File: src/rtl/vga_pkg.sv
// Shared 640x480@60 timing constants, RGB payload type and window helper.
package vga_pkg;

    localparam int unsigned H_ACTIVE = 640;
    localparam int unsigned H_FP     = 16;
    localparam int unsigned H_SYNC   = 96;
    localparam int unsigned H_BP     = 48;
    localparam int unsigned H_TOTAL  = H_ACTIVE + H_FP + H_SYNC + H_BP;

    localparam int unsigned V_ACTIVE = 480;
    localparam int unsigned V_FP     = 10;
    localparam int unsigned V_SYNC   = 2;
    localparam int unsigned V_BP     = 33;
    localparam int unsigned V_TOTAL  = V_ACTIVE + V_FP + V_SYNC + V_BP;

    localparam int unsigned HS_START = H_ACTIVE + H_FP;
    localparam int unsigned HS_END   = HS_START + H_SYNC;
    localparam int unsigned VS_START = V_ACTIVE + V_FP;
    localparam int unsigned VS_END   = VS_START + V_SYNC;

    localparam logic        HS_POL   = 1'b0;
    localparam logic        VS_POL   = 1'b0;
    localparam int unsigned PIX_DIV  = 2;

    localparam int unsigned COORD_W  = 10;
    localparam int unsigned CHAN_W   = 8;

    typedef struct packed {
        logic [CHAN_W-1:0] r;
        logic [CHAN_W-1:0] g;
        logic [CHAN_W-1:0] b;
    } rgb_t;

    // True when pos lies in the half-open window [lo, hi).
    function automatic logic in_span(input int unsigned pos,
                                     input int unsigned lo,
                                     input int unsigned hi);
        return (pos >= lo) && (pos < hi);
    endfunction

endpackage

File: src/rtl/vga_pix_tick.sv
// Pixel-rate enable: one-clock pulse every PIX_DIV system clocks.
module vga_pix_tick #(
    parameter int unsigned PIX_DIV = 2
) (
    input  logic clk,
    input  logic rst_n,
    output logic pix_tick_o
);

    localparam int unsigned   DIV_W   = (PIX_DIV > 1) ? $clog2(PIX_DIV) : 1;
    localparam logic [DIV_W-1:0] DIV_MAX = DIV_W'(PIX_DIV - 1);

    logic [DIV_W-1:0] div_q;
    logic [DIV_W-1:0] div_d;
    logic             tick_q;

    // Divider next state: count up, wrap after the last phase.
    always_comb begin
        div_d = div_q + DIV_W'(1);
        if (div_q == DIV_MAX) begin
            div_d = '0;
        end
    end

    // Divider and registered tick; PIX_DIV=1 keeps the tick high after reset.
    always_ff @(posedge clk or negedge rst_n) begin
        if (!rst_n) begin
            div_q  <= '0;
            tick_q <= 1'b0;
        end else begin
            div_q  <= div_d;
            tick_q <= (div_q == DIV_MAX);
        end
    end

    assign pix_tick_o = tick_q;

endmodule

File: src/rtl/vga_timing_gen.sv
// VGA raster timing generator with pin-aligned sync/blank/colour register stage.
module vga_timing_gen
    import vga_pkg::rgb_t, vga_pkg::in_span;
#(
    parameter int unsigned H_ACTIVE = vga_pkg::H_ACTIVE,
    parameter int unsigned H_FP     = vga_pkg::H_FP,
    parameter int unsigned H_SYNC   = vga_pkg::H_SYNC,
    parameter int unsigned H_BP     = vga_pkg::H_BP,
    parameter int unsigned V_ACTIVE = vga_pkg::V_ACTIVE,
    parameter int unsigned V_FP     = vga_pkg::V_FP,
    parameter int unsigned V_SYNC   = vga_pkg::V_SYNC,
    parameter int unsigned V_BP     = vga_pkg::V_BP,
    parameter logic        HS_POL   = vga_pkg::HS_POL,
    parameter logic        VS_POL   = vga_pkg::VS_POL,
    parameter int unsigned PIX_DIV  = vga_pkg::PIX_DIV
) (
    input  logic                            clk50MHz,
    input  logic                            rst_n,
    input  rgb_t                            rgb_in,
    output logic [vga_pkg::COORD_W-1:0]     x_o,
    output logic [vga_pkg::COORD_W-1:0]     y_o,
    output logic                            active_o,
    output logic                            pix_tick_o,
    output logic                            frame_start_o,
    output logic                            vga_hs,
    output logic                            vga_vs,
    output logic                            vga_blank_n,
    output logic [vga_pkg::CHAN_W-1:0]      vga_r,
    output logic [vga_pkg::CHAN_W-1:0]      vga_g,
    output logic [vga_pkg::CHAN_W-1:0]      vga_b
);

    localparam int unsigned H_TOTAL  = H_ACTIVE + H_FP + H_SYNC + H_BP;
    localparam int unsigned V_TOTAL  = V_ACTIVE + V_FP + V_SYNC + V_BP;
    localparam int unsigned HS_START = H_ACTIVE + H_FP;
    localparam int unsigned HS_END   = HS_START + H_SYNC;
    localparam int unsigned VS_START = V_ACTIVE + V_FP;
    localparam int unsigned VS_END   = VS_START + V_SYNC;
    localparam int unsigned HW       = $clog2(H_TOTAL);
    localparam int unsigned VW       = $clog2(V_TOTAL);
    localparam int unsigned CW       = vga_pkg::COORD_W;

    localparam logic [HW-1:0] H_MAX = HW'(H_TOTAL - 1);
    localparam logic [VW-1:0] V_MAX = VW'(V_TOTAL - 1);

    logic          pix_tick;

    logic [HW-1:0] h_q, h_d;
    logic [VW-1:0] v_q, v_d;
    logic          frame_start_q, frame_start_d;

    logic          hs_q, hs_d;
    logic          vs_q, vs_d;
    logic          blank_n_q, blank_n_d;
    rgb_t          rgb_q, rgb_d;

    logic          active;
    logic          hs_window;
    logic          vs_window;

    vga_pix_tick #(
        .PIX_DIV    (PIX_DIV)
    ) u_pix_tick (
        .clk        (clk50MHz),
        .rst_n      (rst_n),
        .pix_tick_o (pix_tick)
    );

    // Raster position decode from the current (pre-edge) counters.
    always_comb begin
        active    = (h_q < HW'(H_ACTIVE)) && (v_q < VW'(V_ACTIVE));
        hs_window = in_span(32'(h_q), HS_START, HS_END);
        vs_window = in_span(32'(v_q), VS_START, VS_END);
    end

    // Counter next state: advance on tick, wrap line then frame; flag the frame wrap.
    always_comb begin
        h_d           = h_q;
        v_d           = v_q;
        frame_start_d = 1'b0;
        if (pix_tick) begin
            if (h_q == H_MAX) begin
                h_d = '0;
                if (v_q == V_MAX) begin
                    v_d           = '0;
                    frame_start_d = 1'b1;
                end else begin
                    v_d = v_q + VW'(1);
                end
            end else begin
                h_d = h_q + HW'(1);
            end
        end
    end

    // Counter and frame-start registers.
    always_ff @(posedge clk50MHz or negedge rst_n) begin
        if (!rst_n) begin
            h_q           <= '0;
            v_q           <= '0;
            frame_start_q <= 1'b0;
        end else begin
            h_q           <= h_d;
            v_q           <= v_d;
            frame_start_q <= frame_start_d;
        end
    end

    // Output stage next state: capture this pixel's sync/blank/colour on the tick, else hold.
    always_comb begin
        hs_d      = hs_q;
        vs_d      = vs_q;
        blank_n_d = blank_n_q;
        rgb_d     = rgb_q;
        if (pix_tick) begin
            hs_d      = hs_window ? HS_POL : ~HS_POL;
            vs_d      = vs_window ? VS_POL : ~VS_POL;
            blank_n_d = active;
            rgb_d     = active ? rgb_in : '0;
        end
    end

    // Pin register stage: sync, blank and colour leave on the same edge.
    always_ff @(posedge clk50MHz or negedge rst_n) begin
        if (!rst_n) begin
            hs_q      <= ~HS_POL;
            vs_q      <= ~VS_POL;
            blank_n_q <= 1'b0;
            rgb_q     <= '0;
        end else begin
            hs_q      <= hs_d;
            vs_q      <= vs_d;
            blank_n_q <= blank_n_d;
            rgb_q     <= rgb_d;
        end
    end

    assign x_o           = CW'(h_q);
    assign y_o           = CW'(v_q);
    assign active_o      = active;
    assign pix_tick_o    = pix_tick;
    assign frame_start_o = frame_start_q;
    assign vga_hs        = hs_q;
    assign vga_vs        = vs_q;
    assign vga_blank_n   = blank_n_q;
    assign vga_r         = rgb_q.r;
    assign vga_g         = rgb_q.g;
    assign vga_b         = rgb_q.b;

endmodule

File: config.mk
export PLATFORM = sky130hd
export DESIGN_NAME = vga_timing_gen
export DESIGN_NICKNAME = d
export VERILOG_FILES = /design/src/rtl/vga_pkg.sv /design/src/rtl/vga_pix_tick.sv /design/src/rtl/vga_timing_gen.sv
export SDC_FILE = /design/constraint.sdc
export NUM_CORES = 1
export LEC_CHECK = 0
export BUFFER_PORTS_ARGS = -buffer_cell sky130_fd_sc_hd__buf_4
export CAP_MARGIN = 20
export CORE_UTILIZATION = 45
export CTS_BUF_LIST = sky130_fd_sc_hd__clkbuf_2
export CTS_CLUSTER_SIZE = 40
export DETAILED_ROUTE_END_ITERATION = 7
export PLACE_DENSITY = 0.76
export SETUP_SLACK_MARGIN = 0.02
export SYNTH_ARGS = -nofsm -noshare
export SYNTH_HDL_FRONTEND = slang
export SYNTH_SLANG_ARGS = --single-unit
File: constraint.sdc
create_clock -name clk50MHz -period 2.24 [get_ports clk50MHz]
set_clock_uncertainty 0.05 [all_clocks]
set_input_delay 0.336 -clock clk50MHz [delete_from_list [all_inputs] [get_ports clk50MHz]]
set_output_delay 0.336 -clock clk50MHz [all_outputs]
set_load 0.005 [all_outputs]
==> summary.md, run 1 <==
| Metric | Value |
|---|---|
| Status | complete, no violations |
| Vias after detailed routing | around 1,800 |
| Layout area overhead | 31.0% |
| Max Slew Vio Count | 0 |
| Count leader, synth | dfrtp_1 |
| FP Rows | 25 |
| Gr usage total | 0.194 |
| Reg2reg start | x_o[0]$_DFFE_PN0P_ |
| Layout cells sized above 1 | 0.305 |
| Fillers | ~410 |
| Setup TNS | 0 ns |
| P_sw | between 0.3 and 0.4 mW |
| CTS Sinks | 50 |
| CTS tree | done |
| Post-synth top flop | dfrtp_1 |
| PortBufs | 75 |
| Cell count of the worst reg-to-reg path | 6 |
| Top cells by area, synth | dfrtp_1, o22ai_1, inv_1, nand2_1, xnor2_1 |
| R2r endpoint | y_o[6]$_DFFE_PN0P_ |
| Worst-case clock buffer depth | 2 |
| RSZ-0062 raised after global routing | false |
| Cell Area, Synth | 2260 um2 |
| Cells after synthesis | 230 |
| Number of diodes | 0 |
| Pin count of the biggest net entering global routing | 61 |
| Post-synth cell types | 35 |
| Register-to-Register Setup Slack | between 0.4 and 0.5 ns |
| Synth top area share | 0.532 |
| Vias per cell | 4.94 |
| H-tree levels | 2 |
| Final Hold Vio Count | 0 |
| Tmin final | 1.91 ns |
| Combinational share of power | 0.073 |
| Area of the multi-input gates | 832 um2 |
| DR DRC count | 0 |
| Synth Warn # | 0 |
| Gp weighted congestion | between 0.8 and 0.9 |
| Final Util | 0.618 |
| Number of synthesized flops with an enable pin | 0 |
| Synth Register Bits | 50 |
| # IOs | 76 |
| Die area | 5300 um2 |
| Final ANT Viol Nets | 0 |
| Post-Syn Nets | 260 |
| Max Cap Viol | 0 |
| Worst Path Required | ~1.9 ns |
| P_int | 1.19 mW |
| Number of buffers created by CTS | 5 |
| Die height | 72.8 um |
| Post-synthesis sequential area ratio | 0.556 |
| Async set or reset register ratio after synthesis | 1.00 |
| Wirelength per Cell | between 10 and 15 um |
| Pwr dens | slightly above 500 nW/um2 |
| Clk pwr share | 0.312 |
| Register Area | 1250 um2 |
| Clk slew on worst S/H paths | between 0.2 and 0.3 ns |
| Critical Path Start Type | register |
| Reg power frac | 0.615 |
| Slew of the pin with the lowest slew margin | 0.618 ns |
| Peak VDD IR | between 0.0002 and 0.00025 V |
| Fin crit share | 0.851 |
| Hold Path Class | in -> reg |
| Syn Area/Cell | 9.81 um2 |
| Worst skew pair latency | 0.42 ns |
| CP max FO | 60 |
| Die width | 72.8 um |
| CP endpoint kind | primary output |
| DRT Wirelength | between 4 and 5 mm |
| Synth top cells by count | dfrtp_1, inv_1, nand2_1 |
| Placeable Area | 4790 um2 |
| First-pass GRT wire length | 7.82 mm |
| Dpl hpwl | 3.37 mm |
| Yosys top cell by area | dfrtp_1 |
| Setup CP Type | reg -> out |
| Fmax | around 520 MHz |
| Initial antenna violation count | 0 |
| Total gr overflow | 0 |
| Hold depth | 3 |
| Setup violations, final | 0 |
| Number of global-route vias before repair | around 1,700 |
| Drt pass-1 iters | 4 |
| Clk Tree Root Cell | clkbuf_2 |
| Worst hold path startpoint | rgb_in[12] |
| Max_slew headroom | 0.588 |
| Sw frac | 0.218 |
| Leakage Power | 1.45 nW |
| Post-cts sizing count | 0 |
| NumNets Final | 334 |
| Initial Util | 0.471 |
| End of the worst hold path | vga_g[4]$_DFFE_PN0P_ |
| Crit path arrival time | 1.52 ns |
| Initial drt markers | 92 |
==> metal layers <==
metal  global-route usage  routed length, um  up-vias
li1                     -                  -      932
met1                0.265               2140      839
met2                0.297               2260       56
met3               0.0359                233       10
met4               0.0980                107        0
met5                    0                  0        -
==> cells in the final DEF, fill, tap and decap left out, drive strengths merged, types with 2 or more instances in the layout <==
cell type / netlist / routed
buf: 1 / 78
dfrtp: 48 / 48
inv: 33 / 33
nand2: 33 / 33
o22ai: 25 / 25
nor2: 10 / 10
nand4: 8 / 8
xnor2: 8 / 8
nand3: 7 / 7
clkbuf: 11 / 7
a21oi: 6 / 6
and3: 5 / 5
o21ai: 4 / 4
ha: 4 / 4
nor4: 4 / 4
nor3: 3 / 3
xor2: 2 / 2
dfstp: 2 / 2
mux2: 2 / 2
==> power groups by stage <==
stage,registers (mW),clock network [mW],logic [mW]
after floorplan,0.955,0,0.0201
after CTS,0.938,0.489,0.113
after detailed placement,0.953,0,0.112
after global placement,0.952,0,0.110
after global routing,0.941,0.508,0.123
final,0.937,0.476,0.111
==> worst max-delay path: stages, from the launching register on <==
cell and delay (ns):
dfrtp_2 0.43, buf_4 0.46, buf_4 0.20
==> timing repair <==
item                                    4_1_cts  5_1_grt
hold endpoints to repair                     48        0
buffers inserted                              0        0
endpoints found under the setup margin        0        0
hold buffers                                  1        0
==> how the worst max path moves through the flow <==
| stage | to | slack (ns) | from |
|---|---|---|---|
| after floorplan | y_o[4]$_DFFE_PN0P_ | 0.47 | x_o[5]$_DFFE_PN0P_ |
| after global placement | y_o[7]$_DFFE_PN0P_ | 0.49 | x_o[5]$_DFFE_PN0P_ |
| after detailed placement | y_o[6]$_DFFE_PN0P_ | 0.43 | x_o[5]$_DFFE_PN0P_ |
| after CTS | pix_tick_o | 0.30 | u_pix_tick.pix_tick_o$_DFF_PN0_ |
| after global routing | pix_tick_o | 0.20 | u_pix_tick.pix_tick_o$_DFF_PN0_ |
| final | pix_tick_o | 0.33 | u_pix_tick.pix_tick_o$_DFF_PN0_ |
==> registers in the layout, indices dropped and copies added, names as in the netlist, 8 cells and up <==
| name | flops |
|---|---|
| vga_b | 8 |
| x_o | 10 |
| vga_g | 8 |
| vga_r | 8 |
| y_o | 10 |
==> per-stage QoR <==
step	setup slack, ns	hold slack [ns]	instance area, um2	power, mW	cells
2_1_floorplan	0.469	-0.00959	2260	0.975	230
3_3_place_gp	0.494	0.311	2880	1.06	363
3_5_place_dp	0.433	0.315	2880	1.06	363
4_1_cts	0.297	0.0349	2960	1.54	372
5_1_grt	0.203	0.0455	2960	1.57	372
6_report	0.333	0.0569	2960	1.52	372
==> cells by family (layout without fill, tap and decap cells) <==
logic type                 after synthesis  in the layout  synth area share
AOI/OAI and AO/OA                       42             42             0.118
xor gates and xnor gates                10             10            0.0388
adders and majority gates                4              4            0.0222
buffers and inverters                   45            120            0.0754
DFF                                     50             50             0.556
muxes                                    2              2           0.00998
and+or+nand+nor                         77             77             0.180
==> area by class of cell <==
class / count / area share
well taps: 67 / 0.0284
repair buffers: 79 / 0.202
multi-input cells: 135 / 0.282
clock inverters: 1 / 0.0102
flip-flops and latches: 50 / 0.425
clock buffers: 7 / 0.0119
inverters: 33 / 0.0419
Note: power is estimated with default switching activity, not from simulation.
==> run 2, diff against run 1 <==
--- a/config.mk
+++ b/config.mk
@@ -12,6 +12,7 @@
 export CTS_CLUSTER_SIZE = 40
 export DETAILED_ROUTE_END_ITERATION = 7
 export PLACE_DENSITY = 0.76
+export REMOVE_ABC_BUFFERS = 1
 export SETUP_SLACK_MARGIN = 0.02
 export SYNTH_ARGS = -nofsm -noshare
 export SYNTH_HDL_FRONTEND = slang
==> run 2 against run 1 <==
  * Worst hold slack improved by 0.024 ns
  * Largest power group unchanged
  * Maximum frequency decreased by 0.17%
  * Cell count increased by 0.54%
  * Via count increased by 1.7%
  * Critical path depth increased by 2
==> summary.md, run 2 (synthesis results as in run 1) <==
| Metric | Value |
|---|---|
| Status | complete, no violations |
| Tmin final | 1.91 ns |
| DRT Wirelength | 4.79 mm |
| PnR Total Power | 1.41 mW |
| CTS Sinks | 50 |
| Slew of the pin with the lowest slew margin | roughly 0.61 ns |
| DR DRC count | 0 |
| H-tree levels | 2 |
| Critical Path Start Type | register |
| Gr usage total | 0.189 |
| P_sw | about 0.34 mW |
| Number of buffers created by CTS | 5 |
| Max Used Layer | met4 |
| Worst-case clock buffer depth | 2 |
| Leakage Power | 1.45 nW |
| Most common cell after layout, fill and taps aside | buf_4 |
| Slowest stage delay, CP | 0.53 ns |
| Initial drt markers | 75 |
| P_int | around 1.1 mW |
| Dpl hpwl | roughly 3.4 mm |
| Fin cells | 374 |
| Fin crit share | 0.853 |
| Fmax | 524 MHz |
| Max Slew Vio Count | 0 |
| Gp weighted congestion | around 0.80 |
| Number of diodes | 0 |
| Slowest CP cell | dfrtp_1 |
| FP Rows | 25 |
| Number of global-route vias before repair | 1,696 |
| Final ANT Viol Nets | 0 |
| Vias after detailed routing | 1,868 |
| Area after DPL | 2900 um2 |
| Die area | 5300 um2 |
| Crit-path cells | o21ai_0, nand3b_1, inv_1, buf_4 |
| Most frequent cells in the layout | buf_4, dfrtp_1, inv_1, nand2_1, o22ai_1 |
| CP max FO | 7 |
| Max_slew headroom | 0.590 |
| Sw frac | 0.241 |
| # IOs | 76 |
| Clk Tree Root Cell | clkbuf_2 |
| CTS tree | done |
| Met2 wire len | ~2.3 mm |
| Setup CP Type | reg -> out |
| Reg power frac | 0.666 |
| Pin count of the biggest net entering global routing | 51 |
| Setup violations, final | 0 |
| Worst Path Required | 1.85 ns |
| Hold Path Class | in -> reg |
| Placeable Area | 4790 um2 |
| Pwr dens | 477 nW/um2 |
| Worst skew pair latency | approximately 0.40 ns |
| Setup slack after placement | 0.430 ns |
| Post-Layout Inst Area | 2950 um2 |
| Die width | around 73 um |
| CP endpoint kind | primary output |
| Final Hold Vio Count | 0 |
| Initial antenna violation count | 0 |
| Clk slew on worst S/H paths | 0.25 ns |
| Final Util | 0.617 |
| Total gr overflow | 0 |
| Max Cap Viol | 0 |
| WL met1 | 2.15 mm |
| Peak VDD IR | 0.000222 V |
| First-pass GRT wire length | 7.78 mm |
| Slack of the critical path | 0.330 ns |
| WL met3 | between 200 and 300 um |
| Vias per cell | 4.99 |
| Die height | 72.8 um |
| Layout area overhead | 30.8% |
| NumNets Final | 336 |
| DP Cell Count | between 300 and 400 |
| Wirelength per Cell | ~13 um |
| Crit path arrival time | 1.52 ns |
| Drt pass-1 iters | 4 |
| Clk pwr share | 0.256 |
| RSZ-0062 raised after global routing | false |
| Combinational share of power | 0.078 |
| Layout cells sized above 1 | 0.309 |
| Initial Util | 0.471 |
| PortBufs | 75 |
-- run 2: changes by cell type in the layout (fill, tap and decap cells not counted), sizes merged --
cell | previous run | this run
clkbuf | 7 | 5
clkinvlp | 0 | 1
buf | 78 | 80
clkinv | 0 | 2
bufinv | 1 | 0
-- run 2: per-layer routing --
metal  GRT usage  vias to the layer above
met5           0                        -
met4      0.0588                        0
met3      0.0387                        2
met2       0.312                       53
met1       0.253                      880
li1            -                      933
-- run 2: power groups by stage --
stage	sequential (mW)	combinational (mW)	clock, mW
after CTS	0.939	0.113	0.389
after global placement	0.952	0.110	0
after global routing	0.941	0.123	0.416
after detailed placement	0.954	0.111	0
final	0.938	0.110	0.361
after floorplan	0.955	0.0201	0
-- run 2: final cells by class --
type,count,area [um2]
fillers,439,1830
flip-flops and latches,50,1250
multi-input cells,135,832
repair buffers,81,611
inverters,33,124
well taps,67,83.8
clock buffers,5,25.0
clock inverters,3,21.3
-- run 2: through the flow --
stage,setup TNS [ns],hold slack [ns]
detailed placement,0,0.315
floorplan,-3.19,-0.00959
global placement,0,0.311
CTS,0,0.0385
finish,0,0.0807
global route,0,0.0336
-- run 2: worst paths after layout --
| kind | start | to | slack, ns | cells past startpoint |
|---|---|---|---|---|
| setup / recovery | x_o[8]$_DFFE_PN0P_ | active_o | 0.33 | 4 |
| hold / removal | rgb_in[4] | vga_b[4]$_DFFE_PN0P_ | 0.08 | 3 |
| setup reg to reg | x_o[5]$_DFFE_PN0P_ | y_o[4]$_DFFE_PN0P_ | 0.40 | 4 |
| hold reg to reg | u_pix_tick.div_q$_DFF_PN0_ | u_pix_tick.pix_tick_o$_DFF_PN0_ | 0.36 | 0 |
| max in group asynchronous | rst_n | u_pix_tick.pix_tick_o$_DFF_PN0_ | 1.31 | 2 |
| min in group asynchronous | rst_n | vga_g[1]$_DFFE_PN0P_ | 0.38 | 2 |
-- run 2: what timing repair did --
item / 4_1_cts / 5_1_grt
resized for setup: 0 / 0
buffers inserted: 0 / 0
hold buffers: 1 / 0
hold endpoints to repair: 48 / 0
-- run 2: critical path: cells and delay by family, from the launching register on --
family | cells | cell delay (ns)
DFF | 1 | 0.53
AOI/OAI and AO/OA | 1 | 0.24
buffers and inverters | 2 | 0.21
and+or+nand+nor | 1 | 0.15
